==> src/rtl/core_bus_arbiter.sv <==
// Two-master Avalon-MM arbiter: per-command round-robin between ibus and dbus, grant held
// across slave stalls, and read responses steered back in issue order by an owner FIFO.
module core_bus_arbiter #(
    parameter int unsigned AW              = 32,
    parameter int unsigned DW              = 32,
    parameter int unsigned MAX_OUTSTANDING = 4
) (
    input  logic            clk_i,
    input  logic            rst_i,
    input  logic            ibus_read_i,
    input  logic [AW-1:0]   ibus_address_i,
    output logic            ibus_waitrequest_o,
    output logic [DW-1:0]   ibus_readdata_o,
    output logic            ibus_readdatavalid_o,
    input  logic            dbus_read_i,
    input  logic            dbus_write_i,
    input  logic [AW-1:0]   dbus_address_i,
    input  logic [DW-1:0]   dbus_writedata_i,
    input  logic [DW/8-1:0] dbus_byteenable_i,
    output logic            dbus_waitrequest_o,
    output logic [DW-1:0]   dbus_readdata_o,
    output logic            dbus_readdatavalid_o,
    output logic            mem_read_o,
    output logic            mem_write_o,
    output logic [AW-1:0]   mem_address_o,
    output logic [DW-1:0]   mem_writedata_o,
    output logic [DW/8-1:0] mem_byteenable_o,
    input  logic            mem_waitrequest_i,
    input  logic [DW-1:0]   mem_readdata_i,
    input  logic            mem_readdatavalid_i
);
    localparam int unsigned PW        = $clog2(MAX_OUTSTANDING);
    localparam logic [PW:0] FullCount = MAX_OUTSTANDING[PW:0];

    logic                       last_grant_q;
    logic                       lock_q;
    logic                       lock_sel_q;
    logic [MAX_OUTSTANDING-1:0] owner_q;
    logic [PW-1:0]              wptr_q;
    logic [PW-1:0]              rptr_q;
    logic [PW:0]                count_q;

    logic full, ibus_elig, dbus_elig;
    logic sel, gnt_valid, accept, push, pop;

    always_comb begin
        full      = (count_q == FullCount);
        ibus_elig = ibus_read_i & ~full;
        dbus_elig = dbus_write_i | (dbus_read_i & ~full);
        if (lock_q) begin
            sel       = lock_sel_q;
            gnt_valid = lock_sel_q ? dbus_elig : ibus_elig;
        end else begin
            gnt_valid = ibus_elig | dbus_elig;
            sel       = (ibus_elig & dbus_elig) ? ~last_grant_q : dbus_elig;
        end
    end

    always_comb begin
        mem_read_o         = gnt_valid & (sel ? dbus_read_i : ibus_read_i);
        mem_write_o        = gnt_valid & sel & dbus_write_i;
        mem_address_o      = sel ? dbus_address_i : ibus_address_i;
        mem_writedata_o    = sel ? dbus_writedata_i : '0;
        mem_byteenable_o   = sel ? dbus_byteenable_i : '1;
        ibus_waitrequest_o = ~(gnt_valid & ~sel) | mem_waitrequest_i;
        dbus_waitrequest_o = ~(gnt_valid & sel) | mem_waitrequest_i;
    end

    assign accept = gnt_valid & ~mem_waitrequest_i;
    assign push   = accept & mem_read_o;
    // Responses arriving with nothing outstanding (e.g. from before a reset) are discarded.
    assign pop    = mem_readdatavalid_i & (count_q != '0);

    assign ibus_readdata_o      = mem_readdata_i;
    assign dbus_readdata_o      = mem_readdata_i;
    assign ibus_readdatavalid_o = pop & ~owner_q[rptr_q];
    assign dbus_readdatavalid_o = pop & owner_q[rptr_q];

    always_ff @(posedge clk_i) begin
        if (rst_i) begin
            last_grant_q <= 1'b0;
            lock_q       <= 1'b0;
            lock_sel_q   <= 1'b0;
            owner_q      <= '0;
            wptr_q       <= '0;
            rptr_q       <= '0;
            count_q      <= '0;
        end else begin
            // A stalled command keeps the grant so its fields stay stable until accepted.
            lock_q <= gnt_valid & mem_waitrequest_i;
            if (gnt_valid) begin
                lock_sel_q <= sel;
            end
            if (accept) begin
                last_grant_q <= sel;
            end
            if (push) begin
                owner_q[wptr_q] <= sel;
                wptr_q          <= wptr_q + PW'(1);
            end
            if (pop) begin
                rptr_q <= rptr_q + PW'(1);
            end
            unique case ({push, pop})
                2'b10:   count_q <= count_q + {{PW{1'b0}}, 1'b1};
                2'b01:   count_q <= count_q - {{PW{1'b0}}, 1'b1};
                default: count_q <= count_q;
            endcase
        end
    end
endmodule

==> config.mk <==
export PLATFORM = sky130hd
export DESIGN_NAME = core_bus_arbiter
export DESIGN_NICKNAME = d
export VERILOG_FILES = /design/src/rtl/core_bus_arbiter.sv
export SDC_FILE = /design/constraint.sdc
export NUM_CORES = 1
export LEC_CHECK = 0
export ABC_AREA = 1
export CAP_MARGIN = 5
export CORE_AREA = 3 3 107 109
export DETAILED_ROUTE_END_ITERATION = 12
export DIE_AREA = 0 0 110 112
export SYNTH_ARGS = -nofsm -noshare
export SYNTH_HDL_FRONTEND = slang
export SYNTH_SLANG_ARGS = --single-unit
==> constraint.sdc <==
create_clock -name clk_i -period 3.6 [get_ports clk_i]
set_clock_uncertainty 0.05 [all_clocks]
set_input_delay 0.54 -clock clk_i [delete_from_list [all_inputs] [get_ports clk_i]]
set_output_delay 0.54 -clock clk_i [all_outputs]
set_load 0.02 [all_outputs]
Word level (Yosys, flattened, before mapping)
Index checks and enable logic that the tools add are counted.
{ "totals": {"elab_cells": 58, "regBits": 14, "in_bits": 139, "out_inout_bits": 138} }
{ "op_classes": {"n_eq_ne": 3, "reduce_logical": 3, "n_lt_le_gt_ge": 3, "n_mux": 14, "addsub": 4, "bitwise_logic": 24} }
{ "ops": {"columns": ["operator", "n"], "rows": [
  ["2-to-1 mux 32 bit", 2],
  ["bitwise AND 1 bit", 13],
  ["2-to-1 mux 1 bit", 7],
  ["inverter 1 bit", 7],
  ["less-than comparator 2 x 3 -> 1 bit (second input constant)", 2],
  ["one-hot mux 3 bit (2 select lines)", 1],
  ["adder 2 x 1 -> 2 bit (second input constant)", 2],
  ["bitwise mux 4 bit", 1],
  ["2-to-1 mux 4 bit", 1],
  ["bitwise OR 1 bit", 4],
  ["adder 3 x 1 -> 3 bit (second input constant)", 1],
  ["equality test 3 bit (second input constant)", 1],
  ["nonzero test 3 bit", 1],
  ["subtractor 3 x 1 -> 3 bit (second input constant)", 1],
  ["binary-select mux 1 bit (select 2 bit)", 1],
  ["demux 1 bit (select 2 bit)", 1],
  ["equality test 2 x 1 -> 1 bit (second input constant)", 1],
  ["equality test 2 bit (second input constant)", 1],
  ["greater-or-equal comparator 2 x 1 -> 1 bit (second input constant)", 1],
  ["nonzero test 2 bit", 1],
  ["logical AND 1 bit", 1]
]} }

Logic depth before layout (Yosys ltp)
{ "depth": {"ltp_word": 12, "ltp_mapped": 17} }

Least setup slack after synthesis
OpenSTA, ideal clock, no wires.
{ "synth_timing": {"kind": "input to register", "from": "in dbus_write_i", "to": "reg count_q[2]", "arrival_ns": 2.103, "setup_ns": 0.122, "cell_stages": 15, "required_time_ns": 3.428, "n_path_buf": 1, "setup_slack_ns": 1.325, "path_cell_list": "inv_1 -> nand2_2 -> nand2_1 -> nand2_2 -> inv_2 -> nor2_2 -> buf_6 -> nand2_1 -> ha_1 -> inv_1 -> fa_1 -> a21oi_1 -> o21ai_0 -> o21ai_0 -> a21oi_1"} }
{ "synth_between": {"elab_chain_cells": 9, "word_cells_on_any_way": 15, "cone_classes": "eq/ne: 2; mux: 6; bitwise: 6; reduce/logical: 1"} }
{ "synth_rtl": {"columns": ["element", "line", "rtl"], "rows": [
  ["start: declaration", "16", "input logic dbus_write_i,"],
  ["bitwise OR 1 bit (*)", "49", "dbus_elig = dbus_write_i | (dbus_read_i & ~full);"],
  ["bitwise AND 1 bit", "55", "sel = (ibus_elig & dbus_elig) ? ~last_grant_q : dbus_elig;"],
  ["2-to-1 mux 1 bit", "55", null],
  ["2-to-1 mux 1 bit", "50", "if (lock_q) begin"],
  ["2-to-1 mux 1 bit", "60", "mem_read_o = gnt_valid & (sel ? dbus_read_i : ibus_read_i);"],
  ["bitwise AND 1 bit", "60", null],
  ["bitwise AND 1 bit (*)", "70", "assign push = accept & mem_read_o;"],
  ["equality test 2 x 1 -> 1 bit / equality test 2 bit (equally long branches)", "104", "unique case ({push, pop})"],
  ["one-hot mux 3 bit (2 select lines) / nonzero test 2 bit (equally long branches)", null, null],
  ["end signal: assignment", "105", "2'b10: count_q <= count_q + {{PW{1'b0}}, 1'b1};"],
  ["end signal: assignment", "106", "2'b01: count_q <= count_q - {{PW{1'b0}}, 1'b1};"],
  ["end signal: assignment", "107", "default: count_q <= count_q;"],
  ["end: declaration", "41", "logic [PW:0] count_q;"]
]} }
Mark *: on every way between the ends. The rest lies on a longest branch, timed or not.
A chain may end at the register's enable or synchronous reset.

Worst setup path after layout
{ "layout_timing": {"from": "in ibus_read_i", "to": "out mem_address_o[20]"} }
{ "layout_between": {"elab_chain_cells": 5} }
{ "layout_rtl": {"columns": ["element", "line", "rtl"], "rows": [
  ["start: declaration", "10", "input logic ibus_read_i,"],
  ["bitwise AND 1 bit", "48", "ibus_elig = ibus_read_i & ~full;"],
  ["bitwise AND 1 bit", "55", null],
  ["2-to-1 mux 1 bit", "55", null],
  ["2-to-1 mux 1 bit", "50", null],
  ["2-to-1 mux 32 bit", "62", "mem_address_o = sel ? dbus_address_i : ibus_address_i;"],
  ["end: declaration", "25", "output logic [AW-1:0] mem_address_o,"]
]} }
No other way between the ends.

==> impl_metrics.ini <==
[timing]
worstMarginPinSlew_ns = 0.3764
slew_headroom_pct = 74.91
hold_viol = 0
fmax_mhz = 324.1
fin_tns_setup_ns = 0
setup_viol = 0
min_period_ns = 3.086
setup_slack_ns = 0.5143
fin_crit_sh_pct = 85.71
holdWs_ns = 0.3949
drv_slew = 0
rsz0062_at_grt = no

[routing]
drcViolationCount = 0
firstDrtPassIters = 4
wire_per_inst_um = 12.90
routed_wl_mm = 7.828
drt_iter0_drc = 65
vias = 2361
ant_nets = 0
via_per_inst = 3.890

[clock_tree]
cts_hold_buf = 0
clock_latency_ns = 0.24
clk_pin_slew_ns = 0.05
cts_buffer_depth = 2
post_cts_buffers = 0
cts_root_buf = clkbuf_8
cts.sinks = 14
cts_resized = 0
numCtsBuffers = 3
htree_levels = 1
cts_tree = yes

[worst_setup_path]
crit_type = primary input to output pin
worstPathArrival_ns = 2.50
cp-end-kind = output pin
ff2ff_setup_slack_ns = 0.89
start_kind = primary input
crit_required_ns = 3.01
crit_path_max_fanout = 39

[die]
num_io_pins = 277
die-area_um2 = 12320
die_y_um = 112
fp.dieW_um = 110
core_area_um2 = 10700
rows = 38
start_util_pct = 18.64

[finish]
drive_gt1_share_pct = 4.925
n_antenna_cell = 0
areaGrowthSynthToFinish_pct = 75.78
fin_cells = 607
fin_nets = 614
utilization_pct = 32.77

[status]
outcome = completed

[synth]
synth_top_area_share_pct = 24.09
ys_seq_area_share_pct = 14.05
ys_types = 23
ys_warn_count = 0
synthTopCellsByArea = buf_4, nand2_1, dfxtp_1
syn-num-nets = 501
ys_ff_latch = 14
yosysTopAreaCell = buf_4
syn_area_um2 = 1994
avgSynthCellArea_um2 = 5.602
synthCells = 356

[global_routing]
grt_pass1_wl_mm = 11.35
grt-ovfl-total = 0
grt_pass1_vias = 2256
grt_usage_pct = 11.44
antenna_found_initial = 0
grt_max_degree = 40

[placed_design]
dp_hpwl_mm = 6.558
placed_cells = 604
port_buffers = 180
gp_congestion = 0.8811
dp_slack_ns = 0.4465

[worst_hold_path]
min_path_type = register to register

[power_and_ir_drop]
power_leakage_nw = 1.633
power_density_nw_per_um2 = 374.2
irDropWorstVdd_mv = 0.2014

[run]
maxCapViolCount = 0
==> stage by stage <==
step / cell area, um^2 / power (mW)
after detailed placement: 3465 / 1.198
after floorplan: 1994 / 0.8286
final: 3506 / 1.312
after global routing: 3506 / 1.412
after global placement: 3465 / 1.189
after CTS: 3506 / 1.331
==> final timing paths <==
path,startpoint,end,cells past startpoint
setup / recovery,ibus_read_i,mem_address_o[20],9
hold / removal,owner_q[2],owner_q[2],2
setup reg to reg,count_q[0],count_q[2],15
hold reg to reg,owner_q[2],owner_q[2],2
==> metal layers <==
| layer | wire length [um] | global-route usage [%] | vias to the layer above |
|---|---|---|---|
| met5 | 0 | 0 | - |
| met4 | 165 | 2.494 | 0 |
| met3 | 783 | 3.768 | 20 |
| met2 | 3455 | 18.00 | 122 |
| met1 | 3422 | 15.13 | 1011 |
| li1 | - | - | 1208 |
==> cells by family (layout without fill, tap and decap cells) <==
family	count (synthesis)	in the layout	share of synthesized area, %
fa+ha+maj	6	6	4.141
simple gates	180	180	37.08
flops	14	14	14.05
compound gates	22	22	6.274
buf+inv	134	245	38.46
==> report_power, final <==
group | internal [mW] | total, mW | switching (mW)
registers | 0.187 | 0.213 | 0.0259
clock network | 0.0739 | 0.124 | 0.0506
logic | 0.456 | 0.974 | 0.518
==> registers in the layout (all words and copies together) (netlist names) <==
signal        flops
owner_q           4
count_q           3
last_grant_q      1
lock_q            1
wptr_q            2
lock_sel_q        1
rptr_q            2
==> Yosys cell counts (all sizes together) <==
cell type and number:
o21ai 7, a32oi 1, nor3 2, nand2 117, inv 58, or2 5, nand4 4, buf 73
nand3 9, nor2 43, clkbuf 3, fa 1, dfxtp 14, a21oi 14, ha 5
==> area by class of cell <==
| class | instances | area [um^2] |
|---|---|---|
| repair buffers | 184 | 1844 |
| well taps | 140 | 175.2 |
| clock buffers | 3 | 41.29 |
| multi-input cells | 208 | 947.2 |
| inverters | 58 | 217.7 |
| flip-flops and latches | 14 | 280.3 |
| fillers | 1164 | 7192 |
==> critical path, stage by stage <==
cell and delay [ns]:
clkdlybuf4s50_1 0.49, nand3_1 0.09, nand3_2 0.10, nand2_4 0.05, inv_2 0.22, buf_12 0.24
nand2_1 0.07, nand2_1 0.07, clkdlybuf4s50_1 0.63
==> placed cells by master, fill, tap and decap left out, drive strengths merged <==
| cell type | count |
|---|---|
| buf | 4 |
| dfxtp | 14 |
| a32oi | 1 |
| ha | 5 |
| a21oi | 14 |
| nand2 | 117 |
| nor3 | 2 |
| fa | 1 |
| inv | 58 |
| nand3 | 9 |
| clkbuf | 3 |
| nand4 | 4 |
| o21ai | 7 |
| clkdlybuf4s50 | 180 |
| nor2 | 43 |
| or2 | 5 |
Note: power is estimated with default switching activity, not from simulation.
